==> config.mk <==
export PLATFORM = sky130hd
export DESIGN_NAME = tile_river_fc
export DESIGN_NICKNAME = d
export VERILOG_FILES = /design/src/rtl/tile_river_fc.sv
export SDC_FILE = /design/constraint.sdc
export NUM_CORES = 2
export LEC_CHECK = 0
export CAP_MARGIN = 20
export CORE_ASPECT_RATIO = 1.1
export CORE_UTILIZATION = 45
export CTS_CLUSTER_SIZE = 40
export DETAILED_ROUTE_END_ITERATION = 10
export PLACE_DENSITY = 0.72
export REMOVE_ABC_BUFFERS = 1
export SLEW_MARGIN = 20
export SYNTH_ARGS = -nofsm -noshare
export SYNTH_HDL_FRONTEND = slang
export SYNTH_SLANG_ARGS = --single-unit
==> constraint.sdc <==
create_clock -name clk -period 7.5 [get_ports clk]
set_input_delay 0.75 -clock clk [delete_from_list [all_inputs] [get_ports clk]]
set_output_delay 0.75 -clock clk [all_outputs]
set_load 0.05 [all_outputs]
==> src/rtl/tile_river_fc.sv <==
// tile_river_fc: one fully-connected layer, out[o] = act(bias[o] + sum_k x[k]*w[o][k]),
// in signed Q(DATA_W-FRAC_W).FRAC_W fixed point. One MAC step per cycle over the
// inputs, with all NUM_OUT accumulators updated in parallel. Weights and biases are
// internal registers loaded through a write port.
//
// Ports:
//   clk, rst             clock, synchronous active-high reset
//   in_data/in_valid/in_ready   input vector handshake; x[k] at [k*DATA_W +: DATA_W]
//   relu_en              sampled with the input vector; 1 = ReLU on that result
//   out_data/out_valid/out_ready result handshake; out[o] at [o*DATA_W +: DATA_W]
//   out_sat              at least one output of the current result saturated
//   wr_en/wr_addr/wr_data parameter write; addr o*NUM_IN+k = w[o][k], NUM_IN*NUM_OUT+o = bias[o]
//   wr_err               one-cycle pulse when a write was dropped
module tile_river_fc #(
  parameter int NUM_IN  = 10,
  parameter int NUM_OUT = 2,
  parameter int DATA_W  = 16,
  parameter int FRAC_W  = 8
) (
  input  logic                                          clk,
  input  logic                                          rst,
  input  logic [NUM_IN*DATA_W-1:0]                      in_data,
  input  logic                                          in_valid,
  output logic                                          in_ready,
  input  logic                                          relu_en,
  output logic [NUM_OUT*DATA_W-1:0]                     out_data,
  output logic                                          out_valid,
  input  logic                                          out_ready,
  output logic                                          out_sat,
  input  logic                                          wr_en,
  input  logic [$clog2(NUM_IN*NUM_OUT+NUM_OUT)-1:0]     wr_addr,
  input  logic [DATA_W-1:0]                             wr_data,
  output logic                                          wr_err
);

  localparam int NPAR  = NUM_IN*NUM_OUT + NUM_OUT;
  localparam int AW    = $clog2(NPAR);
  localparam int KW    = $clog2(NUM_IN);
  localparam int ACC_W = 2*DATA_W + $clog2(NUM_IN) + 1;
  localparam logic [AW:0] NPAR_V = (AW+1)'(NPAR);
  localparam logic signed [ACC_W-1:0] HALF   = ACC_W'(1) << (FRAC_W-1);
  localparam logic signed [ACC_W-1:0] SAT_HI = {{(ACC_W-DATA_W+1){1'b0}}, {(DATA_W-1){1'b1}}};
  localparam logic signed [ACC_W-1:0] SAT_LO = {{(ACC_W-DATA_W+1){1'b1}}, {(DATA_W-1){1'b0}}};

  typedef enum logic [1:0] {IDLE, MAC, ROUND, HOLD} state_t;

  state_t                    state_q, state_d;
  logic [KW-1:0]             k_q;
  logic                      relu_q;
  logic                      sat_q, sat_d;
  logic                      wr_err_q;
  logic signed [DATA_W-1:0]  x_q   [NUM_IN];
  logic signed [DATA_W-1:0]  w_q   [NUM_OUT][NUM_IN];
  logic signed [DATA_W-1:0]  b_q   [NUM_OUT];
  logic signed [ACC_W-1:0]   acc_q [NUM_OUT];
  logic signed [DATA_W-1:0]  y_q   [NUM_OUT];
  logic signed [DATA_W-1:0]  y_d   [NUM_OUT];
  logic signed [2*DATA_W-1:0] prod [NUM_OUT];
  logic signed [ACC_W-1:0]   r_c;
  logic [DATA_W:0]           sv_c;
  logic                      capture, last_k, wr_ok;

  // Round half up: add half an LSB, then arithmetic shift out the fraction.
  function automatic logic signed [ACC_W-1:0] round_half_up(input logic signed [ACC_W-1:0] a);
    return (a + HALF) >>> FRAC_W;
  endfunction

  // Returns {saturated_flag, clamped DATA_W value}.
  function automatic logic [DATA_W:0] saturate(input logic signed [ACC_W-1:0] a);
    if (a > SAT_HI)      return {1'b1, 1'b0, {(DATA_W-1){1'b1}}};
    else if (a < SAT_LO) return {1'b1, 1'b1, {(DATA_W-1){1'b0}}};
    else                 return {1'b0, a[DATA_W-1:0]};
  endfunction

  assign capture = in_valid && in_ready;
  assign last_k  = (k_q == KW'(NUM_IN-1));
  assign wr_ok   = wr_en && (state_q == IDLE || state_q == HOLD) && ({1'b0, wr_addr} < NPAR_V);
  assign out_valid = (state_q == HOLD);
  assign out_sat   = sat_q;
  assign wr_err    = wr_err_q;

  // FSM next state and input-side ready. Reset masks in_ready so a handshake
  // coinciding with rst is never captured.
  always_comb begin
    state_d  = state_q;
    in_ready = 1'b0;
    if (!rst) begin
      case (state_q)
        IDLE:    in_ready = 1'b1;
        HOLD:    in_ready = out_ready;
        default: in_ready = 1'b0;
      endcase
    end
    case (state_q)
      IDLE:    if (capture) state_d = MAC;
      MAC:     if (last_k) state_d = ROUND;
      ROUND:   state_d = HOLD;
      HOLD:    if (out_ready) state_d = capture ? MAC : IDLE;
      default: state_d = IDLE;
    endcase
  end

  always_ff @(posedge clk) begin
    if (rst) state_q <= IDLE;
    else     state_q <= state_d;
  end

  // Stage: MAC products for the current k.
  always_comb begin
    for (int o = 0; o < NUM_OUT; o++) prod[o] = x_q[k_q] * w_q[o][k_q];
  end

  // Stage: round, optional ReLU, saturate.
  always_comb begin
    sat_d = 1'b0;
    r_c   = '0;
    sv_c  = '0;
    for (int o = 0; o < NUM_OUT; o++) begin
      r_c = round_half_up(acc_q[o]);
      if (relu_q && r_c < 0) r_c = '0;
      sv_c   = saturate(r_c);
      y_d[o] = sv_c[DATA_W-1:0];
      sat_d  = sat_d | sv_c[DATA_W];
    end
  end

  always_ff @(posedge clk) begin
    if (rst) begin
      k_q      <= '0;
      wr_err_q <= 1'b0;
      sat_q    <= 1'b0;
      for (int o = 0; o < NUM_OUT; o++) y_q[o] <= '0;
    end else begin
      wr_err_q <= wr_en && !wr_ok;
      if (capture)               k_q <= '0;
      else if (state_q == MAC)   k_q <= k_q + 1'b1;
      if (state_q == ROUND) begin
        sat_q <= sat_d;
        for (int o = 0; o < NUM_OUT; o++) y_q[o] <= y_d[o];
      end
    end
  end

  // Datapath registers carry no reset; the FSM decides when they matter.
  always_ff @(posedge clk) begin
    if (capture) begin
      relu_q <= relu_en;
      for (int k = 0; k < NUM_IN; k++) x_q[k] <= in_data[k*DATA_W +: DATA_W];
      for (int o = 0; o < NUM_OUT; o++) acc_q[o] <= ACC_W'(b_q[o]) <<< FRAC_W;
    end else if (state_q == MAC) begin
      for (int o = 0; o < NUM_OUT; o++) acc_q[o] <= acc_q[o] + ACC_W'(prod[o]);
    end
  end

  // Parameter store; survives reset.
  always_ff @(posedge clk) begin
    if (wr_ok) begin
      for (int o = 0; o < NUM_OUT; o++) begin
        for (int k = 0; k < NUM_IN; k++)
          if (wr_addr == AW'(o*NUM_IN + k)) w_q[o][k] <= wr_data;
        if (wr_addr == AW'(NUM_IN*NUM_OUT + o)) b_q[o] <= wr_data;
      end
    end
  end

  always_comb begin
    out_data = '0;
    for (int o = 0; o < NUM_OUT; o++) out_data[o*DATA_W +: DATA_W] = y_q[o];
  end

endmodule

==> results.md <==
- Element type at the critical path end: flop
- Remaining antenna violation count: 0
- Post-route DRC: 4
- Number of hold buffers added after cts: 0
- Largest stage delay, worst path: 600 ps
- Root buf cell: clkbuf_16
- Worst relative slew slack: 26.4%
- Via count of the first global-routing pass: 34600
- Worst Path Class, Setup: reg -> reg
- Tmin final: 7690 ps
- Worst reg2reg setup slack: -190 ps
- Reg2reg end: acc_q[0][30]$_DFFE_PP_
- Area after detailed placement: 0.0554 mm2
- Clock insertion delay at the later pin of the skew report: 660 ps
- Peak clock frequency supported by timing: 0.130 GHz
- Via count: 32200
- Endpoints failing hold: 0
- Layout cells sized above 1: 21.1%
- Vias per cell: 5.42
- Warning count from the yosys run: 0
- Failing checks: DRC, setup timing
- Largest fanout on the critical path: 6
- Number of placed cells counting well taps: 5764
- Detailed-route wire length per cell: 22.8 um
- Number of enable flip-flop cells after synthesis: 619
- Most common flop cell mapped by yosys: edfxtp_1
- Vertical die dimension: 346 um
- Worst r2r path cells: 28
- Critical path's slowest cell: fa_1
- Synth cell types: 90
- Area growth from synthesis to layout: 22.6%
- Die extent in x: 315 um
- Maximum number of pins on one net before global-route repair: 103
- Kind of start point of the critical path: flop
- PnR worst setup slack: -186 ps
- Flip-flop and latch count after synthesis: 631
- Max-slew violation count: 0
- Remaining Overflow, GRT: 0
- Number of nets in the finished design: 5536
- Non-filler cells, final: 5939
- Post-Syn Area: 0.0485 mm2
- Number of iterations in the first detailed-routing pass: 8
- Global-route wire length before repair: 205 mm
- Number of sinks on the clock net: 631
- Syn_area_per_cell: 12.5 um2
- RSZ-0062 raised after global routing: yes
- Maximum clock path buffer count: 3
- Clock-pin slew reported for the worst setup and hold paths after clock tree synthesis: 60 ps
- Least-Margin Pin Slew: 1100 ps
- Clock skew after layout: 43.1 ps
- Final weighted congestion of routability-driven global placement: 0.959
- Number of setup violations in the final report: 10
- Std-Cell Rows: 125
- Data required time of the worst path: 7850 ps
- Number of design-rule violations left by the first detailed-router iteration: 2611
- Effective utilization at floorplan: 45.7%
- Arrival time of the worst setup path: 8040 ps
- Post-route clock period utilization: 102%
- Floorplan core area: 0.106 mm2
- Register area share after synthesis: 38.8%
- Number of port buffers: 222
- Number of levels in the clock H-tree: 3
- Startpoint of the lowest-slack register-to-register path: k_q[0]$_SDFFE_PP0P_
- Mapped Cells: 3891
- # Max-Cap Violations: 0
- Die footprint: 0.109 mm2
- Total clock buffers created by CTS: 67
- Hold WS: 488 ps
- GRT Util Overall: 25.2%
- Sum of net half-perimeters after detailed placement: 105 mm
- Result of the run: complete, but fails checks
- Worst hold path depth: 2
- Path class of the lowest-slack min-delay path: reg -> reg
- Wire length reported by the detailed router: 135 mm
- CTS tree: yes
- Antenna violations before repair: 13
- Async set-reset flop share out of synthesis: 0%
- Fill cells: 8438
- Worst Hold Endpoint: out_sat$_SDFFE_PP0P_
- Number of top-level pins: 223
- Launch point of the worst hold path: out_sat$_SDFFE_PP0P_
- Post-route cell area: 0.0595 mm2
- Most used cell, CP: fa_1
## cells by family after synthesis
kind of cell | synth area share, %
xor+xnor | 2.06
flops | 38.8
simple gates | 8.51
compound gates | 4.89
mux | 7.08
fa+ha+maj | 32.1
buf+inv | 6.60
## sequential cells by signal (all words and copies together), names as in the netlist, named ones only
register and count:
acc_q 74, b_q 32, k_q 4, out_sat 1, relu_q 1, state_q 2, w_q 320, wr_err 1
x_q 160, y_q 32
## area by class of cell
type                    count  area, um2  area share (%)
flip-flops and latches    631      18800            31.7
well taps                1397       1750            2.94
multi-input cells        2440      27700            46.6
clock inverters            40        423           0.711
repair buffers            667       6460            10.9
inverters                 680       2560            4.30
clock buffers              78       1740            2.92
diodes                      6       15.0          0.0252
## per-layer routing
| metal | GRT usage, % | routed length, um | vias to the layer above |
|---|---|---|---|
| met3 | 3.40 | 8120 | 276 |
| li1 | - | - | 14200 |
| met2 | 43.3 | 68500 | 1188 |
| met4 | 10.1 | 5390 | 2 |
| met1 | 32.0 | 53500 | 16500 |
| met5 | 0 | 8 | - |
## stage by stage
stage | util [%] | TNS (ps) | setup WS, ps
2_1_floorplan | - | -167560 | -3460
3_3_place_gp | 52.1 | -8900 | -764
3_5_place_dp | 52.1 | -10180 | -791
4_1_cts | 55.1 | -312 | -71.0
5_1_grt | 56.0 | -4320 | -422
6_report | 56.0 | -1040 | -186
## worst max-delay path, delay by kind of cell, from the launching register on
family	cells	cell delay, ps
AOI/OAI and AO/OA	5	930
xor gates and xnor gates	1	160
adders and majority gates	7	3180
buffers and inverters	9	1070
DFF	1	480
muxes	2	770
and+or+nand+nor	4	800
## placed cells by master, fill, tap and decap left out, types with 20 or more instances in the layout
| cell type | synthesis | routed |
|---|---|---|
| nor2_1 | 341 | 336 |
| buf_6 | 3 | 30 |
| buf_4 | 9 | 350 |
| nand4_1 | 20 | 20 |
| mux4_2 | 96 | 96 |
| nand3_1 | 36 | 35 |
| nor3_1 | 37 | 28 |
| edfxtp_1 | 619 | 619 |
| inv_2 | 0 | 29 |
| inv_1 | 680 | 650 |
| nand2_1 | 287 | 273 |
| fa_1 | 636 | 612 |
| a21oi_2 | 11 | 28 |
| o21ai_1 | 13 | 20 |
| a21oi_1 | 66 | 45 |
| mux2_2 | 40 | 32 |
| buf_12 | 0 | 49 |
| fa_2 | 0 | 24 |
| ha_1 | 226 | 207 |
| xnor2_1 | 72 | 70 |
| clkdlybuf4s50_1 | 0 | 222 |
| o21ai_2 | 11 | 25 |
| mux2i_1 | 82 | 66 |
| clkbuf_16 | 0 | 69 |
| xor2_1 | 40 | 40 |
| a21o_1 | 24 | 23 |
| and2_1 | 37 | 33 |
| nand2b_1 | 38 | 33 |
| o21ai_0 | 65 | 40 |
## worst max-delay path by stage
stage | start | end | slack, ps | depth (start not counted)
after detailed placement | k_q[0]$_SDFFE_PP0P_ | acc_q[0][73]$_DFFE_PP_ | -790 | 26
after CTS | k_q[0]$_SDFFE_PP0P_ | acc_q[0][30]$_DFFE_PP_ | -70 | 28
after floorplan | k_q[0]$_SDFFE_PP0P_ | acc_q[0][30]$_DFFE_PP_ | -3460 | 22
after global routing | k_q[0]$_SDFFE_PP0P_ | acc_q[0][72]$_DFFE_PP_ | -420 | 27
after global placement | k_q[0]$_SDFFE_PP0P_ | acc_q[0][73]$_DFFE_PP_ | -760 | 26
final | k_q[0]$_SDFFE_PP0P_ | acc_q[0][30]$_DFFE_PP_ | -190 | 28
## cells in the mapped netlist (7+ instances only)
cell        n  area share [%]
ha_1      226             5.8
mux4_2     96             4.5
buf_1       7           0.054
clkbuf_1   72            0.56
and2_1     37            0.48
o211ai_1    8            0.12
nand2b_1   38            0.49
nand2_1   287             2.2
inv_1     680             5.3
nand3_1    36            0.37
o21ai_1    13            0.13
and3_1     13            0.17
dfxtp_1    12            0.50
nor2b_1    18            0.23
a21oi_1    66            0.68
and4_1      8            0.14
nor4_1      8            0.10
o22a_1     22            0.40
o31ai_1     8            0.12
a21o_1     24            0.37
a211oi_1   17            0.26
a21oi_2    11            0.20
o22ai_1    20            0.26
fa_1      636              26
o21ai_2    11            0.20
nand4_1    20            0.26
mux2_2     40            0.93
buf_4       9            0.14
nor3_1     37            0.38
xor2_1     40            0.72
a31oi_1    11            0.14
nor2_1    341             2.6
xnor2_1    72             1.3
o21ai_0    65            0.67
o21a_1     27            0.42
mux2i_1    82             1.7
edfxtp_1  619              38
buf_2      45            0.46
## timing repair
| action | CTS | global route |
|---|---|---|
| setup buffers | 21 | 30 |
| resized for setup | 181 | 176 |
| endpoints found under the hold margin | 0 | 0 |
| cloned | 3 | 1 |
| endpoints found under the setup margin | 35 | 34 |
| pin swaps | 64 | 54 |
Power is left out: the tool's default activity adds up to more than one toggle a clock period on the data nets, which glitch-free logic cannot reach.
